--- config.mk ---
export PLATFORM = sky130hd
export DESIGN_NAME = uart_rx_param
export DESIGN_NICKNAME = d
export VERILOG_FILES = /design/src/rtl/uart_rx_param.sv
export SDC_FILE = /design/constraint.sdc
export NUM_CORES = 1
export LEC_CHECK = 0
export ABC_AREA = 1
export CORE_MARGIN = 2
export CORE_UTILIZATION = 25
export DETAILED_ROUTE_END_ITERATION = 10
export PLACE_DENSITY = 0.49
export SLEW_MARGIN = 30
export SYNTH_ARGS = -nofsm -noshare
export SYNTH_HDL_FRONTEND = slang
export SYNTH_SLANG_ARGS = --single-unit
export TNS_END_PERCENT = 20
--- constraint.sdc ---
create_clock -name clk -period 2.9 [get_ports clk]
set_input_delay 0.725 -clock clk [delete_from_list [all_inputs] [get_ports clk]]
set_output_delay 0.725 -clock clk [all_outputs]
set_load 0.02 [all_outputs]
--- src/rtl/uart_rx_param.sv ---
// Parametrised UART receiver: 2-FF synchroniser, mid-bit sampling, glitch/break handling, valid/ack handshake.
// Optional parity checking is compiled in with `define UART_RX_PARITY_EN.
`timescale 1ns/1ps
module uart_rx_param #(
  parameter int CLKS_PER_BIT = 20,
  parameter int DATA_BITS    = 8,
  parameter int PARITY_ODD   = 0
) (
  input  logic                 clk,
  input  logic                 rst,
  input  logic                 rx,
  input  logic                 rx_ack,
  output logic [DATA_BITS-1:0] dataout,
  output logic                 Done,
  output logic                 rx_valid,
  output logic                 frame_err,
  output logic                 parity_err,
  output logic                 overrun,
  output logic                 tick
);
  localparam int CW = $clog2(CLKS_PER_BIT);
  localparam int IW = $clog2(DATA_BITS);
  localparam logic [CW-1:0] HALF = CW'(CLKS_PER_BIT/2 - 1);
  localparam logic [CW-1:0] FULL = CW'(CLKS_PER_BIT - 1);
  localparam logic [IW-1:0] LAST = IW'(DATA_BITS - 1);

`ifdef UART_RX_PARITY_EN
  typedef enum logic [2:0] {IDLE, START, DATA, PARITY, STOP, BREAK} state_t;
`else
  typedef enum logic [2:0] {IDLE, START, DATA, STOP, BREAK} state_t;
`endif

  state_t               state, state_n;
  logic                 rx_m, rx_s;
  logic [CW-1:0]        cnt;
  logic [IW-1:0]        idx;
  logic [DATA_BITS-1:0] sr;
  logic                 stop_seen, stop_bit;
  logic                 cnt_clr, smp, deliver;
`ifdef UART_RX_PARITY_EN
  logic                 par_bad;
`endif

  always_ff @(posedge clk or posedge rst) begin
    if (rst) begin
      rx_m <= 1'b1;
      rx_s <= 1'b1;
    end else begin
      rx_m <= rx;
      rx_s <= rx_m;
    end
  end

  always_ff @(posedge clk or posedge rst) begin
    if (rst) state <= IDLE;
    else     state <= state_n;
  end

  always_comb begin
    state_n = state;
    cnt_clr = 1'b0;
    smp     = 1'b0;
    deliver = 1'b0;
    case (state)
      IDLE: if (!rx_s) begin
        state_n = START;
        cnt_clr = 1'b1;
      end
      START: if (cnt == HALF) begin
        smp     = 1'b1;
        cnt_clr = 1'b1;
        state_n = rx_s ? IDLE : DATA;
      end
      DATA: if (cnt == FULL) begin
        smp = 1'b1;
`ifdef UART_RX_PARITY_EN
        if (idx == LAST) state_n = PARITY;
`else
        if (idx == LAST) state_n = STOP;
`endif
      end
`ifdef UART_RX_PARITY_EN
      PARITY: if (cnt == FULL) begin
        smp     = 1'b1;
        state_n = STOP;
      end
`endif
      // Stop bit is sampled one clock before the frame is delivered.
      STOP: begin
        if (stop_seen) begin
          deliver = 1'b1;
          state_n = stop_bit ? IDLE : BREAK;
        end else if (cnt == FULL) begin
          smp = 1'b1;
        end
      end
      BREAK: if (rx_s) state_n = IDLE;
      default: state_n = IDLE;
    endcase
  end

  always_ff @(posedge clk or posedge rst) begin
    if (rst) begin
      cnt        <= '0;
      idx        <= '0;
      sr         <= '0;
      stop_seen  <= 1'b0;
      stop_bit   <= 1'b1;
      tick       <= 1'b0;
      Done       <= 1'b0;
      frame_err  <= 1'b0;
      parity_err <= 1'b0;
      dataout    <= '0;
      rx_valid   <= 1'b0;
      overrun    <= 1'b0;
`ifdef UART_RX_PARITY_EN
      par_bad    <= 1'b0;
`endif
    end else begin
      cnt       <= (cnt_clr || cnt == FULL) ? '0 : cnt + 1'b1;
      tick      <= smp;
      stop_seen <= smp && (state == STOP);
      if (smp && state == STOP) stop_bit <= rx_s;
      if (smp && state == START) idx <= '0;
      if (smp && state == DATA) begin
        sr[idx] <= rx_s;
        idx     <= idx + 1'b1;
      end
`ifdef UART_RX_PARITY_EN
      if (smp && state == PARITY) par_bad <= rx_s ^ (^sr) ^ (PARITY_ODD != 0);
      parity_err <= deliver & par_bad;
`else
      parity_err <= 1'b0;
`endif
      Done      <= deliver;
      frame_err <= deliver & ~stop_bit;
      if (deliver) dataout <= sr;
      // An ack landing with a new frame acknowledges the old one, so no overrun.
      if (deliver)     rx_valid <= 1'b1;
      else if (rx_ack) rx_valid <= 1'b0;
      if (rx_ack)                   overrun <= 1'b0;
      else if (deliver && rx_valid) overrun <= 1'b1;
    end
  end
endmodule
# Yosys cells after proc, flatten, opt, wreduce, memory -nomap -nowiden
# Cells that the tools add are included.
dict set report classes {
  add_sub_neg 2
  multipliers 0
  n_div 0
  n_lt_le_gt_ge 2
  eq_ne 13
  shift 0
  n_mux 27
  bitwise 2
  n_reduce_logical 11
}
# operator count
set op_table {}
lappend op_table {{$mux W3} 9}
lappend op_table {{$pmux W3 S5} 1}
lappend op_table {{$ne A2 B2 Y1 const B} 6}
lappend op_table {{$mux W1} 11}
lappend op_table {{$bwmux W8} 1}
lappend op_table {{$eq A3 B2 Y1 const B} 2}
lappend op_table {{$eq A3 B3 Y1 const B} 2}
lappend op_table {{$reduce_and A6 Y1} 1}
lappend op_table {{$reduce_bool A2 Y1} 3}
lappend op_table {{$add A5 B1 Y5 const B} 1}
lappend op_table {{$eq A5 B4 Y1 const B} 1}
lappend op_table {{$eq A5 B5 Y1 const B} 1}
lappend op_table {{$logic_and A1 B1 Y1} 5}
lappend op_table {{$mux W5} 1}
lappend op_table {{$lt A3 B4 Y1 const B} 1}
lappend op_table {{$add A3 B1 Y3 const B} 1}
lappend op_table {{$demux W1 S3} 1}
lappend op_table {{$eq A3 B1 Y1 const B} 1}
lappend op_table {{$ge A3 B1 Y1 const B} 1}
lappend op_table {{$logic_not A3 Y1} 1}
lappend op_table {{$pmux W1 S3} 1}
lappend op_table {{$mux W2} 1}
lappend op_table {{$pmux W1 S2} 1}
lappend op_table {{$and A1 B1 Y1} 1}
lappend op_table {{other kinds (2)} 2}
dict set report word_totals {
  regBits 36
  latch_bits 0
  ramBits 0
  mem_bits_ro 0
  input_bits 4
  out_inout_bits 14
  n_memories 0
}

# Depth between registers and ports, before layout
dict set report depth {
  ltp_word 7
  depth_mapped 10
  mapped_depth_nobuf 10
}

# Worst setup path after synthesis
# Ideal clock, no wire load.
dict set report synth_path {
  kind {flip-flop to flip-flop}
  from {register cnt[0]}
  to {register sr[1]}
  setup_ps 131
  t_arrival_ps 1173
  t_required_ps 2769
  path_slack_ps 1595
  path_stages_with_launch 10
  path_cell_list {dfrtp_1 ha_1 nand2_1 inv_1 nand2_1 nor2_4 buf_6 nand3_1 nand2_1 o21ai_1}
}
dict set report synth_between {
  elab_chain_cells 5
  word_cells_on_any_way 7
}
# element line
set synth_lines {}
lappend synth_lines {{from (decl)} 35} ;# logic [CW-1:0] cnt;
lappend synth_lines {{from (signal assigned)} 120} ;# cnt <= (cnt_clr || cnt == FULL) ? '0 : cnt + 1'b1;
lappend synth_lines {{$eq A5 B5 Y1} {74, 93}}
lappend synth_lines {{$mux W1} {74, 93}}
lappend synth_lines {{$mux W1} 90} ;# if (stop_seen) begin
lappend synth_lines {{$pmux W1 S3 *} 64} ;# case (state)
lappend synth_lines {{$logic_and A1 B1 Y1 *} 125} ;# if (smp && state == DATA) begin
lappend synth_lines {{to (signal, indexed assignment)} 126} ;# sr[idx] <= rx_s;
lappend synth_lines {{to (decl)} 37} ;# logic [DATA_BITS-1:0] sr;
# Mark *: on every way between the ends. The rest lies on a longest branch, timed or not.
# A chain may end at the register's enable or synchronous reset.

# Worst setup path after layout
dict set report layout_path {
  from {register rx_valid}
  to {output rx_valid}
}
# element line
set layout_rtl {}
lappend layout_rtl {{from (decl)} 15} ;# output logic rx_valid,
lappend layout_rtl {{from (signal assigned)} 114} ;# rx_valid <= 1'b0;
lappend layout_rtl {{from (signal assigned)} 139} ;# if (deliver) rx_valid <= 1'b1;
lappend layout_rtl {{from (signal assigned)} 140} ;# else if (rx_ack) rx_valid <= 1'b0;
# No word-level cell between the ends.

==> impl_metrics.tcl <==
set metrics [dict create \
    outcome "completed" \
    nFillCells 660 \
    critPathLaunchType "flip-flop" \
    p_per_area_nw_per_um2 676 \
    final_cell_mix "nand2_1, dfrtp_1, inv_1" \
    period_minus_slack_ns 1.98 \
    drc_errors 0 \
    ant_nets 0 \
    antenna_found_initial 0 \
    tritoncts "built" \
    cts_buffers 5 \
    synth_edf_count 0 \
    worst_path_largest_cell_delay_ns 0.61 \
    dieArea_um2 7010 \
    viasPerCell 4.13 \
    met3_length_um 76 \
    slowest_stage "clkdlybuf4s50_1" \
    cts_resized 0 \
    root_buffer "clkbuf_8" \
    grt_first_pass_wirelength_um 5190 \
    cp.required_ns 2.17 \
    post_cts_buffers 0 \
    drt-initial-drc-count 34 \
    detail_route.wl_per_cell_um 10.3 \
    post_dp_cell_area_um2 1830 \
    cp_data_arrival_time_ns 1.26 \
    r2r_slack_ns 1.40 \
    worst_pin_slew_ns 0.553 \
    ctsLongestPathBuffers 2 \
    slew-limit-headroom 0.631 \
    hp-class "flip-flop to flip-flop" \
    total_power_mw 1.31 \
    power_leakage_nw 0.972 \
    start_util 0.255 \
    worst_slack_ns 0.916 \
    setup.worst_path.end_class "primary output" \
    hpwlAfterDp_um 2140 \
    portBuffers 16 \
    path_cells "clkdlybuf4s50_1" \
    h-tree-depth 2 \
    switchingPower_uw 395 \
    seq_power_share 0.476 \
    fin_worst_skew_ns 0.0135 \
    dieWidth_um 83.7 \
    ioPinCount 18 \
    tns_ns 0 \
    synth_area_um2 1590 \
    pwr-share-comb 0.192 \
    dr.max_layer_used "met4" \
    dr.pass1.iters 4 \
    synth_nets 191 \
    async_flop_share 1.00 \
    place_ws_ns 1.10 \
    track_usage 0.0900 \
    synthCells 183 \
    finalCritPeriodShare 0.684 \
    vias 1164 \
    ys_ff_latch 36 \
    n_antenna_cell 0 \
    met2_length_um 1250 \
    finalSetupViolCount 0 \
    critical_path_class "flip-flop to primary output" \
    path_max_fanout 3 \
    report.final.slew_viol_count 0 \
    critPathTopFamily "buffers and inverters" \
    met1_length_um 1520 \
    max_cap_viol_count 0 \
    clock.fmax_mhz 504 \
    final_cells 282 \
    dp_cells 274 \
    finalInstanceArea_um2 1940 \
    p_sw_frac 0.301 \
    core_um2 6240 \
    synth_cell_types 23 \
    worst-path-buf-inv 1 \
    ir_worst_vdd_mv 0.276 \
    fp.dieH_um 83.7 \
    yosys_warnings 0 \
    final_common_cell "nand2_1" \
    routed_wl_um 2900 \
    nNetsFinal 212 \
    p_clk_frac 0.332 \
    internal_power_uw 919 \
    clkSinkCount 36 \
    ys_seq_area_frac 0.569 \
    cts_hold_buf 0 \
    grt_pass1_vias 1166 \
    place.gp.congestion 0.705 \
    area.growth.synth_to_final_pct 22.4 \
    std_cell_rows 29 \
    gr-total-overflow 0 \
    hold_viol_final 0 \
    clk_pin_slew_worst_paths_ns 0.08 \
    drive_gt1_frac 0.0829 \
    grt_max_degree 16 \
    avgSynthCellArea_um2 8.68 \
    rsz0062_at_grt "no" \
    synthFlopType "dfrtp_1" \
    clk_latency_ns 0.29 \
]
worst register-to-register path, cell delays in order, from the launching register on:
cell     delay (ns)
dfrtp_1        0.39
ha_1           0.22
nand2_1        0.07
inv_1          0.06
nand2_1        0.10
nor2_4         0.23
nand3_1        0.16
nand2_1        0.09
o21ai_1        0.06
Yosys cell counts (2+ instances only):
cell type,n,share of area
nand2_1,57,0.13
dfrtp_1,33,0.52
inv_1,19,0.045
nor2_1,18,0.043
nand3_1,16,0.050
o21ai_1,10,0.031
o21ai_0,6,0.019
ha_1,4,0.031
dfstp_2,3,0.050
buf_4,2,0.0094
o21bai_1,2,0.0094
xor2_1,2,0.011
area by class of cell:
class / instances / area, um2 / area share
Sequential cell: 36 / 905 / 0.465
Multi-Input combinational cell: 122 / 574 / 0.295
Timing Repair Buffer: 19 / 183 / 0.0940
Tap cell: 77 / 96.3 / 0.0495
Inverter: 20 / 75.1 / 0.0386
Clock buffer: 5 / 68.8 / 0.0354
Clock inverter: 3 / 42.5 / 0.0219
power groups by stage:
stage	Combinational (mW)	Clock [mW]	Sequential [mW]
3_3_place_gp	0.253	0	0.635
4_1_cts	0.256	0.448	0.625
5_1_grt	0.291	0.471	0.637
2_1_floorplan	0.210	0	0.619
3_5_place_dp	0.255	0	0.635
6_report	0.252	0.436	0.626
metal layers:
metal | track usage | vias up
met5 | 0 | -
met4 | 0.0440 | 0
met3 | 0.0158 | 5
met2 | 0.139 | 15
met1 | 0.122 | 534
li1 | - | 610
registers in the layout (all words and copies together), names as in the netlist:
name,flops
stop_seen,1
idx,3
rx_valid,1
dataout,8
overrun,1
Done,1
sr,8
stop_bit,1
cnt,5
state,3
frame_err,1
rx_s,1
tick,1
rx_m,1
through the flow:
step,util,hold WS [ns]
3_3_place_gp,0.294,0.348
2_1_floorplan,-,0.345
5_1_grt,0.312,0.367
4_1_cts,0.312,0.364
3_5_place_dp,0.294,0.354
6_report,0.312,0.361
worst paths after layout:
check	start	to	cells past startpoint
min reg2reg	rx_m$_DFF_PP1_	rx_s$_DFF_PP1_	0
min in group asynchronous	rst	Done$_DFF_PP0_	2
max in group asynchronous	rst	rx_m$_DFF_PP1_	3
max reg2reg	cnt[0]$_DFF_PP0_	sr[2]$_DFFE_PP0P_	8
max	rx_valid$_DFFE_PP0P_	rx_valid	1
min	rx_m$_DFF_PP1_	rx_s$_DFF_PP1_	0
kinds of logic after synthesis:
kind of cell / after synthesis / share of synthesized area
AOI/OAI and AO/OA: 19 / 0.0630
xor gates and xnor gates: 3 / 0.0165
adders and majority gates: 4 / 0.0315
buffers and inverters: 25 / 0.0693
DFF: 36 / 0.569
other: 1 / 0.00236
and+or+nand+nor: 95 / 0.248
(Power assumes the default switching activity.)
